**src/rtl/div_unit.sv**
```systemverilog
// Multicycle radix-2 restoring divider for DIV/DIVU, feeding HI (remainder) and LO (quotient).
// Operands are captured on start; results are held until the next op completes.
module div_unit #(
    parameter int WIDTH = 32
) (
    input  logic             clk,
    input  logic             rst,
    input  logic             start,
    input  logic             sign,
    input  logic [WIDTH-1:0] dividend,
    input  logic [WIDTH-1:0] divisor,
    output logic [WIDTH-1:0] quotient,
    output logic [WIDTH-1:0] remainder,
    output logic             busy,
    output logic             done,
    output logic             div_zero
);

    localparam int CW = $clog2(WIDTH) + 1;

    typedef enum logic [1:0] {
        IDLE,
        CALC,
        FIX,
        DONE
    } state_t;

    state_t state;
    state_t state_next;

    logic [CW-1:0]    count;
    logic [WIDTH-1:0] quo;
    logic [WIDTH-1:0] rem;
    logic [WIDTH-1:0] dvs;
    logic             negq;
    logic             negr;
    logic             zero;

    logic [WIDTH-1:0] dividend_mag;
    logic [WIDTH-1:0] divisor_mag;
    logic [WIDTH:0]   shifted;
    logic [WIDTH-1:0] rem_sub;
    logic             take;
    logic             last;

    // Magnitudes of the operands; 0x80000000 negates to itself, which is the
    // correct unsigned magnitude, so the overflow case needs no special handling.
    always_comb begin
        dividend_mag = (sign && dividend[WIDTH-1]) ? -dividend : dividend;
        divisor_mag  = (sign && divisor[WIDTH-1])  ? -divisor  : divisor;
    end

    // One restoring step: the compare is a full WIDTH+1 bits, while the
    // subtraction only needs WIDTH bits because the difference is below dvs.
    always_comb begin
        shifted = {rem, quo[WIDTH-1]};
        take    = (shifted >= {1'b0, dvs});
        rem_sub = shifted[WIDTH-1:0] - dvs;
        last    = (count == CW'(WIDTH - 1));
    end

    always_ff @(posedge clk or posedge rst) begin
        if (rst) begin
            state <= IDLE;
        end else begin
            state <= state_next;
        end
    end

    always_comb begin
        state_next = state;
        busy       = 1'b0;
        done       = 1'b0;
        case (state)
            IDLE: begin
                if (start) begin
                    state_next = CALC;
                end
            end
            CALC: begin
                busy = 1'b1;
                if (last) begin
                    state_next = FIX;
                end
            end
            FIX: begin
                busy       = 1'b1;
                state_next = DONE;
            end
            DONE: begin
                busy       = 1'b1;
                done       = 1'b1;
                state_next = IDLE;
            end
            default: begin
                state_next = IDLE;
            end
        endcase
    end

    // Working registers advance with the state; the visible results are only
    // written on the FIX cycle so they hold through ignored starts.
    always_ff @(posedge clk or posedge rst) begin
        if (rst) begin
            count     <= '0;
            quo       <= '0;
            rem       <= '0;
            dvs       <= '0;
            negq      <= 1'b0;
            negr      <= 1'b0;
            zero      <= 1'b0;
            quotient  <= '0;
            remainder <= '0;
            div_zero  <= 1'b0;
        end else begin
            case (state)
                IDLE: begin
                    if (start) begin
                        quo   <= dividend_mag;
                        rem   <= '0;
                        dvs   <= divisor_mag;
                        negq  <= sign & (dividend[WIDTH-1] ^ divisor[WIDTH-1]);
                        negr  <= sign & dividend[WIDTH-1];
                        zero  <= (divisor == '0);
                        count <= '0;
                    end
                end
                CALC: begin
                    rem   <= take ? rem_sub : shifted[WIDTH-1:0];
                    quo   <= {quo[WIDTH-2:0], take};
                    count <= count + CW'(1);
                end
                FIX: begin
                    quotient  <= negq ? -quo : quo;
                    remainder <= negr ? -rem : rem;
                    div_zero  <= zero;
                end
                default: begin
                end
            endcase
        end
    end

endmodule
```
**config.mk**
```make
export PLATFORM = sky130hd
export DESIGN_NAME = div_unit
export DESIGN_NICKNAME = d
export VERILOG_FILES = /design/src/rtl/div_unit.sv
export SDC_FILE = /design/constraint.sdc
export NUM_CORES = 1
export LEC_CHECK = 0
export CELL_PAD_IN_SITES_DETAIL_PLACEMENT = 0
export CELL_PAD_IN_SITES_GLOBAL_PLACEMENT = 1
export CORE_MARGIN = 3
export CORE_UTILIZATION = 47
export DETAILED_ROUTE_END_ITERATION = 10
export GPL_TIMING_DRIVEN = 0
export PLACE_DENSITY = 0.85
export SYNTH_ARGS = -nofsm -noshare
export SYNTH_HDL_FRONTEND = slang
export SYNTH_SLANG_ARGS = --single-unit
```
**constraint.sdc**
```tcl
create_clock -name clk -period 17.2 [get_ports clk]
set_input_delay 3.44 -clock clk [delete_from_list [all_inputs] [get_ports clk]]
set_output_delay 3.44 -clock clk [all_outputs]
set_load 0.02 [all_outputs]
```
==> results.md, run 1 <==
* Yosys top cell by area: dfrtp_1
* Fin crit share at 34.33%
* Fillers at 2,169
* Pin count of the biggest net entering global routing at 101
* Crit path launch type: input port
* Worst path bufs/invs at 1
* Initial Utilization at 48.53%
* Post_cts resized at 0
* Synth Area in XOR/XNOR at 10.30%
* DRC errors left at 0
* Slew @ Worst Pin at 0.8003 ns
* Leak at 0.006068 uW
* Max H-tree Level at 4
* Post-CTS Setup Bufs at 0
* CP Capture Type: flip-flop
* Met1 usage at 40.84%
* Post-DP HPWL at 26,140 microns
* Hold Slack at 0.4801 ns
* R2R setup slack at 13.18 ns
* Num CTS Buffers at 17
* Area occupied by multi-input gates at 0.006703 sq mm
* RSZ-0062 raised after global routing: false
* Slew Limit Fails at 0
* Simple-Gate Fraction of Synth Area at 18.47%
* Slowest cell delay on critical path at 0.55 ns
* Gr ovfl total at 0
* Initial antenna violation count at 0
* Syn. warnings at 0
* Post-layout util at 58.46%
* Crit-path cells: clkdlybuf4s50_1, or3_1, nor4_1, nand2_1, or2_2, nor2_1, a21oi_1, xnor2_1, o21ai_0
* Overall Global Routing Usage at 25.45%
* Worst slack, placed at 10.87 ns
* Num ports at 135
* Power Density at 61.05 mW/mm^2
* Routed WL at 33,490 microns
* Layout Nets at 1,634
* Crit path max-delay family: simple AND/OR/NAND/NOR gates
* Clk buf depth at 2
* I/O Buffers at 133
* Final Hold Viols at 0
* Post-synthesis mux area share at 2.392%
* Synth Area in Compound Gates at 22.09%
* Routability congestion estimate at 0.9411
* Starting DRT DRC Count at 974
* Drt via density at 5.706
* Top cells by area, synth: dfrtp_1, xor2_1, a21oi_1
* GR Util met2 at 35.26%
* Syn Area/Cell at 8.440 sq um
* Number of placement rows at 56
* Final Critical Period at 5.905 ns
* Seq/Total Area, Yosys at 37.23%
* First-pass DRT Iterations at 7
* CP required at 17.50 ns
* Vias in the first global route at 9,735
* Antenna diode count at 0
* Post-Syn Instances at 1,370
* Max frequency at 0.1693 GHz
* Die W at 162.8 microns
* Synth Net Count at 1,481
* Post-synth ARST share at 100.0%
* Setup WS post-layout at 11.29 ns
* Largest family of logic cells by synthesized area: compound AO/OA/AOI/OAI gates
* Worst-path fanout max at 6
* WS Path Type: in -> reg
* Setup violations, final at 0
* Hold_buf cts at 0
* Reg area at 0.004304 sq mm
* Ys flop type: dfrtp_1
* Share of cells above drive strength 1 at 5.273%
* Clk sinks at 172
* Post-synth EDFFs at 0
* Worst-Skew Late Latency at 0.44 ns
* Met3 Usage GRT at 4.603%
* Hold Crit Class: reg -> reg
* Drt wl/cell at 18.06 microns
* Post-route cell area at 0.01393 sq mm
* Worst clock skew at 0.01459 ns
* Crit-path slowest cell: nor4_1
* Clock slew at reported path FFs at 0.07 ns
* Post-synthesis adder-cell area fraction at 4.718%
* Max cap viols at 0
* Max-Slew Margin vs Limit at 46.65%
* Status: complete, no violations
* Area delta synth->final at 20.45%
* Worst vdd ir at 43.62 uV
* Critical path data arrival time at 6.20 ns
* ANT nets after route at 0
* Top-area cell type share of the netlist area at 37.23%
* First-pass GRT wire length at 53,570 microns
* Register bit total from synthesis at 172
* Die area at 0.02652 sq mm
* CTS tree: built
* GRT busiest layer: met1
* Setup tns final at 0 ns
* Via count at 10,590
* Placed instance area at 0.01333 sq mm
* Core area at 0.02382 sq mm
* Root Buffer: clkbuf_16
* Die Ht at 162.8 microns
* Post-synthesis cell area at 0.01156 sq mm
* Synth unique cells at 78
[cell families after synthesis]
logic type / Yosys count
muxes: 26
and+or+nand+nor: 441
DFF: 172
adders and majority gates: 43
buffers and inverters: 143
AOI/OAI and AO/OA: 409
xor gates and xnor gates: 136
[worst register-to-register path, stage by stage, from the launching register on]
cell and delay [ns]:
dfrtp_1 0.42, inv_1 0.23, ha_1 0.21, inv_1 0.06, fa_1 0.41, a21o_1 0.21, a221o_1 0.36, a211oi_1 0.61
a31oi_1 0.23, a221oi_1 0.57, mux2i_1 0.32, o22ai_1 0.15, o211ai_1 0.18
[sequential cells by signal, indices dropped and copies added (netlist names)]
signal	flops
negr	1
rem	32
state	2
dvs	32
div_zero	1
quo	32
remainder	32
count	6
quotient	32
negq	1
zero	1
[where the power goes]
| group | total (uW) | internal [uW] | switching [uW] |
|---|---|---|---|
| logic | 54.4 | 25.5 | 28.9 |
| clock network | 391 | 196 | 195 |
| registers | 405 | 404 | 0.369 |
| total | 850 | 626 | 224 |
[placed cells by master, fill, tap and decap left out, types with 6 or more instances in the layout]
master / netlist / final
a21o_1: 19 / 19
dfrtp_1: 172 / 172
a21oi_1: 137 / 137
nor2b_1: 7 / 7
ha_1: 42 / 42
xnor2_1: 55 / 55
or2_2: 7 / 7
o31ai_1: 28 / 28
nand2b_1: 12 / 12
o21ai_0: 112 / 112
nor3_1: 31 / 31
nor2_1: 112 / 112
clkdlybuf4s50_1: 0 / 133
o41ai_1: 10 / 10
o22ai_1: 6 / 6
nand2_1: 153 / 153
and2_1: 7 / 7
xor2_1: 81 / 81
o211ai_1: 22 / 22
inv_1: 64 / 63
or3_1: 11 / 11
or4_1: 12 / 12
nand3_1: 14 / 14
clkbuf_1: 69 / 69
nand3b_1: 6 / 6
o21a_1: 7 / 7
mux2_2: 13 / 13
a31oi_1: 6 / 6
o32ai_1: 6 / 6
and3_1: 9 / 9
nor4_1: 9 / 9
mux2i_1: 13 / 13
nand4_1: 34 / 34
clkbuf_16: 0 / 17
[metal layers]
layer	share of wire [%]	wire length [microns]
met1	51	17000
met2	40	13560
met3	7.6	2532
met4	1.2	403
met5	0	0
[synthesized netlist by cell type (all sizes together) (3+ instances only)]
master and number:
dfrtp 172, nand2 153, a21oi 140, nor2 114, o21ai 113, xor2 81, clkbuf 69, inv 64
xnor2 55, ha 42, nand4 34, nor3 31, o31ai 30, o211ai 22, a21o 19, or4 15
nand3 14, mux2 13, mux2i 13, or3 13, nand2b 12, buf 10, nor4 10, o41ai 10
and3 9, and2 7, nor2b 7, o21a 7, or2 7, a31oi 6, nand3b 6, o22ai 6
o32ai 6, a22o 4, o21bai 4, a211oi 3, a22oi 3, a311o 3, a32o 3, a41oi 3
nor3b 3, o211a 3
[layout make-up]
type,instances,area share (%)
timing repair buffer,134,9.757
multi-input combinational,1055,48.13
clock inverter,15,1.249
clock buffer,17,3.055
sequential,172,30.90
buffer,79,2.264
inverter,64,1.779
tap,319,2.866
[through the flow]
step / total power [uW] / std cells
floorplan: 438.5 / 1370
global placement: 466.2 / 1822
detailed placement: 467.2 / 1823
CTS: 854.3 / 1855
global route: 879.8 / 1855
finish: 850.3 / 1855
[final timing paths]
kind                       startpoint      endpoint  cells after the start
min reg2reg                   dvs[28]       dvs[28]                      2
min                           dvs[28]       dvs[28]                      2
max                        divisor[2]       dvs[29]                      9
min in group asynchronous         rst  remainder[9]                      2
max reg2reg                   quo[31]       rem[28]                     12
max in group asynchronous         rst      count[0]                      3
No activity file was read; power rests on OpenSTA's default activity.
==> run 2: changes to the inputs <==
Settings changed: CORE_UTILIZATION 47 to 43, PLACE_DENSITY 0.85 to 0.79.
Clock period 17.2 ns to 6.2 ns, I/O delays scaled along.
==> run 2 against run 1 <==
Net effect:
- core utilization shrank 5.3 points
- clock power rose to 2.9 times the previous value
- clock skew increased by 0.0010 ns
- critical path depth up 3
- via count is 0.12% lower
- hold slack worse by 0.0032 ns
- worst setup slack got worse by 9.0 ns
- clock-buffer cell count unchanged
- cell count increased by 0.86%
- first-iteration DRC count increased by 5.1%
- sequential share of layout area shrank 0.097 points
- total power rose to 2.8 times the previous value
==> results.md, run 2 (synthesized netlist as in run 1, its figures left out) <==
* Initial antenna violation count at 0 (unchanged)
* Vias in the first global route at 9,890 (was 9,735)
* Pin count of the biggest net entering global routing at 123 (was 101)
* HP Start: zero (was dvs[28])
* Slew @ Worst Pin at 0.7707 ns (was 0.8003 ns)
* Gr ovfl total at 0 (unchanged)
* Starting DRT DRC Count at 1,024 (was 974)
* Worst clock skew at 0.01562 ns (was 0.01459 ns)
* Clk buf depth at 2 (unchanged)
* Core area at 0.02628 sq mm (was 0.02382 sq mm)
* Clock slew at reported path FFs at 0.07 ns (about the same)
* Reg2reg path depth at 12 (unchanged)
* Slowest cell delay on critical path at 0.60 ns (was 0.55 ns)
* Comb pwr share at 6.3% (was 6.4%)
* Drt via density at 5.650 (was 5.706)
* WS Path Type: reg -> reg (was in -> reg)
* Final Critical Period at 3.905 ns
* Max-Slew Margin vs Limit at 48.62% (was 46.65%)
* Commonest non-fill, non-tap cell in the layout: dfrtp_1 (unchanged)
* Crit-path cells: inv_1, ha_1, inv_1, fa_1, a21o_1, a221o_1, a211oi_1, a31oi_1, a221oi_1, mux2i_1, o22ai_1, o211ai_1 (was clkdlybuf4s50_1, or3_1, nor4_1, nand2_1, or2_2, nor2_1, a21oi_1, xnor2_1, o21ai_0)
* Num ports at 135 (unchanged)
* Setup tns final at 0 ns (unchanged)
* Setup WS post-layout at 2.295 ns (was 11.29 ns)
* Fin crit share at 62.99%
* Via count at 10,570 (was 10,590)
* Initial Utilization at 44.00% (was 48.53%)
* Clk sinks at 172 (unchanged)
* R2R setup slack at 2.29 ns (was 13.18 ns)
* Top cell by count, worst path: inv_1
* Hold EP: zero (was dvs[28])
* Max H-tree Level at 4 (unchanged)
* Antenna diode count at 0 (unchanged)
* Max frequency at 0.2561 GHz
* Die area at 0.02889 sq mm (was 0.02652 sq mm)
* Psw at 612.0 uW (was 224.4 uW)
* Worst-Skew Late Latency at 0.43 ns (was 0.44 ns)
* Switching share of total power at 25.26% (was 26.40%)
* Status: complete, no violations (unchanged)
* ANT nets after route at 0 (unchanged)
* Slew Limit Fails at 0 (unchanged)
* Post_cts resized at 0 (unchanged)
* CP required at 6.54 ns (was 17.50 ns)
* Share of cells above drive strength 1 at 5.273% (unchanged)
* Fillers at 2,537 (was 2,169)
* Die Ht at 170.0 microns (was 162.8 microns)
* Power Density at 173.4 mW/mm^2 (was 61.05 mW/mm^2)
* Hold_buf cts at 0 (unchanged)
* Die W at 170.0 microns (was 162.8 microns)
* DRC errors left at 0 (unchanged)
* Layout Nets at 1,634 (unchanged)
* Number of placement rows at 59 (was 56)
* Crit path launch type: flip-flop (was input port)
* Post-CTS Setup Bufs at 0 (unchanged)
* Critical R2R Capture: rem[28] (unchanged)
* CP Capture Type: flip-flop (unchanged)
* Worst-path fanout max at 5 (was 6)
* Worst reg2reg startpoint: quo[31] (unchanged)
* Hold Path Cell Cnt at 2 (unchanged)
* Clock group share of total power at 47.4% (was 46.0%)
* Hold Crit Class: reg -> reg (unchanged)
* Worst vdd ir at 109.1 uV (was 43.62 uV)
* Routed WL at 34,060 microns (was 33,490 microns)
* Routability congestion estimate at 0.9155 (was 0.9411)
* Sequential share of power at 46.3% (was 47.6%)
* Most frequent cells in the layout: dfrtp_1, nand2_1, a21oi_1, clkdlybuf4s50_1 (unchanged)
* Num CTS Buffers at 17 (unchanged)
* First-pass DRT Iterations at 5 (was 7)
* Critical path data arrival time at 4.24 ns (was 6.20 ns)
* Root Buffer: clkbuf_16 (unchanged)
* Overall Global Routing Usage at 23.61% (was 25.45%)
* Internal at 1811 uW (was 625.9 uW)
* Max cap viols at 0 (unchanged)
* Post-DP HPWL at 26,540 microns (was 26,140 microns)
* Total Power at 2423 uW (was 850.3 uW)
* Final Hold Viols at 0 (unchanged)
* Worst slack, placed at 2.101 ns (was 10.87 ns)
* First-pass GRT wire length at 54,410 microns (was 53,570 microns)
* RSZ-0062 raised after global routing: false (unchanged)
* Crit-path slowest cell: a211oi_1 (was nor4_1)
* Leak at 0.006086 uW (was 0.006068 uW)
* Area delta synth->final at 20.83% (was 20.45%)
* I/O Buffers at 133 (unchanged)
* Drt wl/cell at 18.21 microns (was 18.06 microns)
* CTS tree: built (unchanged)
* Setup violations, final at 0 (unchanged)
## run 2: changes by cell type in the layout (fill, tap and decap cells not counted), sizes merged
cell,before,now
bufinv,0,2
clkinv,7,5
inv,70,71
clkinvlp,2,1
## run 2: cell type report
class / count / area (sq um) / share of cell area, %
multi-input cells: 1055 / 6703 / 47.98
flip-flops and latches: 172 / 4304 / 30.81
repair buffers: 134 / 1359 / 9.726
clock buffers: 17 / 425.4 / 3.045
well taps: 335 / 419.2 / 3.000
plain buffers: 79 / 315.3 / 2.257
inverters: 64 / 247.7 / 1.773
clock inverters: 15 / 197.7 / 1.415
## run 2: worst max path at each step
stage / cells after the start / start / slack (ns) / endpoint
finish: 12 / quo[31] / 2.29 / rem[28]
floorplan: 1 / rst / 0.30 / count[0]
global route: 12 / quo[31] / 2.09 / rem[28]
global placement: 2 / rst / -2.13 / count[3]
detailed placement: 9 / dividend[6] / 2.10 / quo[29]
CTS: 12 / quo[31] / 2.32 / rem[30]
## run 2: stage by stage
step	utilization, %	instances	hold slack [ns]	cell area (sq um)
after floorplan	-	1370	0.4444	11560
after global placement	50.66	1838	0.4600	13310
after detailed placement	50.79	1839	0.4647	13350
after CTS	53.16	1871	0.4838	13970
after global routing	53.16	1871	0.4969	13970
final	53.16	1871	0.4769	13970
## run 2: critical path, delay by kind of cell, from the launching register on
| family | cells | cell delay [ns] |
|---|---|---|
| compound gates | 7 | 2.33 |
| fa+ha+maj | 2 | 0.59 |
| flops | 1 | 0.40 |
| mux | 1 | 0.26 |
| buf+inv | 2 | 0.24 |
## run 2: per-layer routing
metal  vias to the layer above  routed length [microns]  track usage [%]
met1                      4952                    17670            38.26
li1                       5199                        -                -
met2                       390                    13640            32.93
met4                         0                      429            5.573
met3                        31                     2329            3.206
met5                         -                        0                0
## run 2: power groups by stage
stage	Clock, uW	Sequential [uW]	Combinational, uW
floorplan	0	1140	72.2
global placement	0	1140	149
detailed placement	0	1140	153
CTS	1160	1120	154
global route	1210	1120	169
finish	1150	1120	151
==> run 3: changes to the inputs <==
Clock period 6.2 ns to 4.1 ns, I/O delays scaled along.
==> run 3 against run 2 <==
Net effect:
- clock skew down 0.0013 ns
- combinational power up 58%
- cell area up 0.40%
- hold slack better by 0.0032 ns
- sequential power up 52%
- first-iteration DRC count down 25%
- critical path depth unchanged
- non-clock buffer count up 4
- largest cell class unchanged
==> results.md, run 3 (synthesized netlist as in run 1, its figures left out) <==
* Most frequent cells in the layout: dfrtp_1, nand2_1, a21oi_1, clkdlybuf4s50_1 (unchanged)
* Final Hold Viols at 0 (unchanged)
* Setup violations, final at 0 (unchanged)
* Worst reg2reg startpoint: quo[31] (unchanged)
* Max-Slew Margin vs Limit at 48.47% (was 48.62%)
* Comb pwr share at 6.6% (was 6.3%)
* Number of placement rows at 59 (unchanged)
* Worst slack, placed at 0.2063 ns (was 2.101 ns)
* Initial antenna violation count at 0 (unchanged)
* Via count at 10,620 (was 10,570)
* Slew Limit Fails at 0 (unchanged)
* I/O Buffers at 133 (unchanged)
* Max cap viols at 0 (unchanged)
* Max frequency at 0.2678 GHz (was 0.2561 GHz)
* Post-layout util at 53.38% (was 53.16%)
* First-pass GRT wire length at 55,140 microns (was 54,410 microns)
* Routed WL at 34,650 microns (was 34,060 microns)
* Slew @ Worst Pin at 0.7729 ns (was 0.7707 ns)
* HP Start: dvs[8] (was zero)
* CTS tree: built (unchanged)
* Worst vdd ir at 243.7 uV (was 109.1 uV)
* Switching share of total power at 25.77% (was 25.26%)
* Hold Path Cell Cnt at 2 (unchanged)
* Setup WS post-layout at 0.3659 ns (was 2.295 ns)
* Pin count of the biggest net entering global routing at 43 (was 123)
* Die W at 170.0 microns (unchanged)
* Leak at 0.006109 uW (was 0.006086 uW)
* Final Critical Period at 3.734 ns (was 3.905 ns)
* Drt wl/cell at 18.48 microns (was 18.21 microns)
* Clock group share of total power at 46.4% (was 47.4%)
* Commonest non-fill, non-tap cell in the layout: dfrtp_1 (unchanged)
* CP required at 4.44 ns (was 6.54 ns)
* Overall Global Routing Usage at 23.99% (was 23.61%)
* Fin crit share at 91.08% (was 62.99%)
* Root Buffer: clkbuf_16 (unchanged)
* Worst-Skew Late Latency at 0.44 ns (was 0.43 ns)
* ANT nets after route at 0 (unchanged)
* Clk buf depth at 2 (unchanged)
* Internal at 2683 uW (was 1811 uW)
* R2R setup slack at 0.37 ns (was 2.29 ns)
* Sequential share of power at 47.0% (was 46.3%)
* Layout Nets at 1,638 (was 1,634)
* Gr ovfl total at 0 (unchanged)
* First-pass DRT Iterations at 5 (unchanged)
* Num CTS Buffers at 17 (unchanged)
* Critical R2R Capture: rem[28] (unchanged)
* Worst clock skew at 0.01432 ns (was 0.01562 ns)
* Num ports at 135 (unchanged)
* Core area at 0.02628 sq mm (unchanged)
* Area delta synth->final at 21.32% (was 20.83%)
* Vias in the first global route at 9,975 (was 9,890)
* Initial Utilization at 44.00% (unchanged)
* Hold EP: dvs[8] (was zero)
* Starting DRT DRC Count at 767 (was 1,024)
* Psw at 931.3 uW (was 612.0 uW)
* Share of cells above drive strength 1 at 5.584% (was 5.273%)
* Hold Crit Class: reg -> reg (unchanged)
* Reg2reg path depth at 12 (unchanged)
* Status: complete, no violations (unchanged)
* Worst-path fanout max at 5 (unchanged)
* Clock slew at reported path FFs at 0.08 ns (was 0.07 ns)
* Total Power at 3614 uW (was 2423 uW)
* WS Path Type: reg -> reg (unchanged)
* Power Density at 257.6 mW/mm^2 (was 173.4 mW/mm^2)
* DRC errors left at 0 (unchanged)
* Post-CTS Setup Bufs at 0 (unchanged)
* Routability congestion estimate at 0.9110 (was 0.9155)
* Post-DP HPWL at 27,260 microns (was 26,540 microns)
* Hold Slack at 0.4801 ns (was 0.4769 ns)
* Crit path launch type: flip-flop (unchanged)
* Drt via density at 5.662 (was 5.650)
* CP Capture Type: flip-flop (unchanged)
* Max H-tree Level at 4 (unchanged)
* Clk sinks at 172 (unchanged)
* RSZ-0062 raised after global routing: false (unchanged)
* Antenna diode count at 0 (unchanged)
* Die Ht at 170.0 microns (unchanged)
* Critical path data arrival time at 4.08 ns (was 4.24 ns)
* Die area at 0.02889 sq mm (unchanged)
## run 3: cell count changes in the layout (fill, tap and decap cells not counted), sizes merged
cell / delta
clkinvlp: +1
clkinv: +1
buf: +4
inv: -1
bufinv: -1
## run 3: worst max path at each step
| stage | start | cells past startpoint | end |
|---|---|---|---|
| after floorplan | quo[31] | 12 | rem[30] |
| after global placement | rst | 2 | count[3] |
| after detailed placement | quo[31] | 12 | rem[28] |
| after CTS | quo[31] | 12 | rem[28] |
| after global routing | quo[31] | 12 | rem[30] |
| final | quo[31] | 12 | rem[28] |
## run 3: layout make-up
cell class	count	area, sq um
fillers	2569	12250
clock buffers	17	425.4
inverters	64	244.0
flip-flops and latches	172	4304
multi-input cells	1055	6708
repair buffers	138	1439
well taps	335	419.2
plain buffers	79	315.3
clock inverters	15	172.7
## run 3: power by group through the flow
stage          Clock [uW]  Sequential, uW  Combinational, uW
6_report             1680            1700                239
5_1_grt              1770            1700                264
2_1_floorplan           0            1730                109
4_1_cts              1700            1700                242
3_5_place_dp            0            1730                241
3_3_place_gp            0            1730                227
## run 3: stage by stage
step,cell area (sq um),cells,setup TNS (ns)
2_1_floorplan,11570,1370,0
3_3_place_gp,13320,1838,-68.79
3_5_place_dp,13420,1843,0
4_1_cts,14020,1875,0
5_1_grt,14030,1875,0
6_report,14030,1875,0
## run 3: routing by layer
metal	track usage (%)	vias to the layer above	part of all wire, %
met5	0	-	0
met4	5.220	0	1.2
met3	3.461	28	6.1
met2	34.64	335	41
met1	37.96	5035	51
li1	-	5218	-
## run 3: critical path, stage by stage, from the launching register on
cell	delay [ns]
dfrtp_1	0.40
inv_1	0.19
ha_1	0.20
inv_1	0.05
fa_1	0.39
a21o_1	0.21
a221o_1	0.37
a211oi_2	0.40
a31oi_1	0.20
a221oi_1	0.60
mux2i_1	0.30
o22ai_1	0.14
o211ai_1	0.19
## run 3: what timing repair did
| action | in CTS | in global routing |
|---|---|---|
| hold buffers | 0 | 0 |
| gates resized for setup | 0 | 1 |
| setup endpoints to repair | 0 | 2 |
| endpoints found under the hold margin | 0 | 0 |
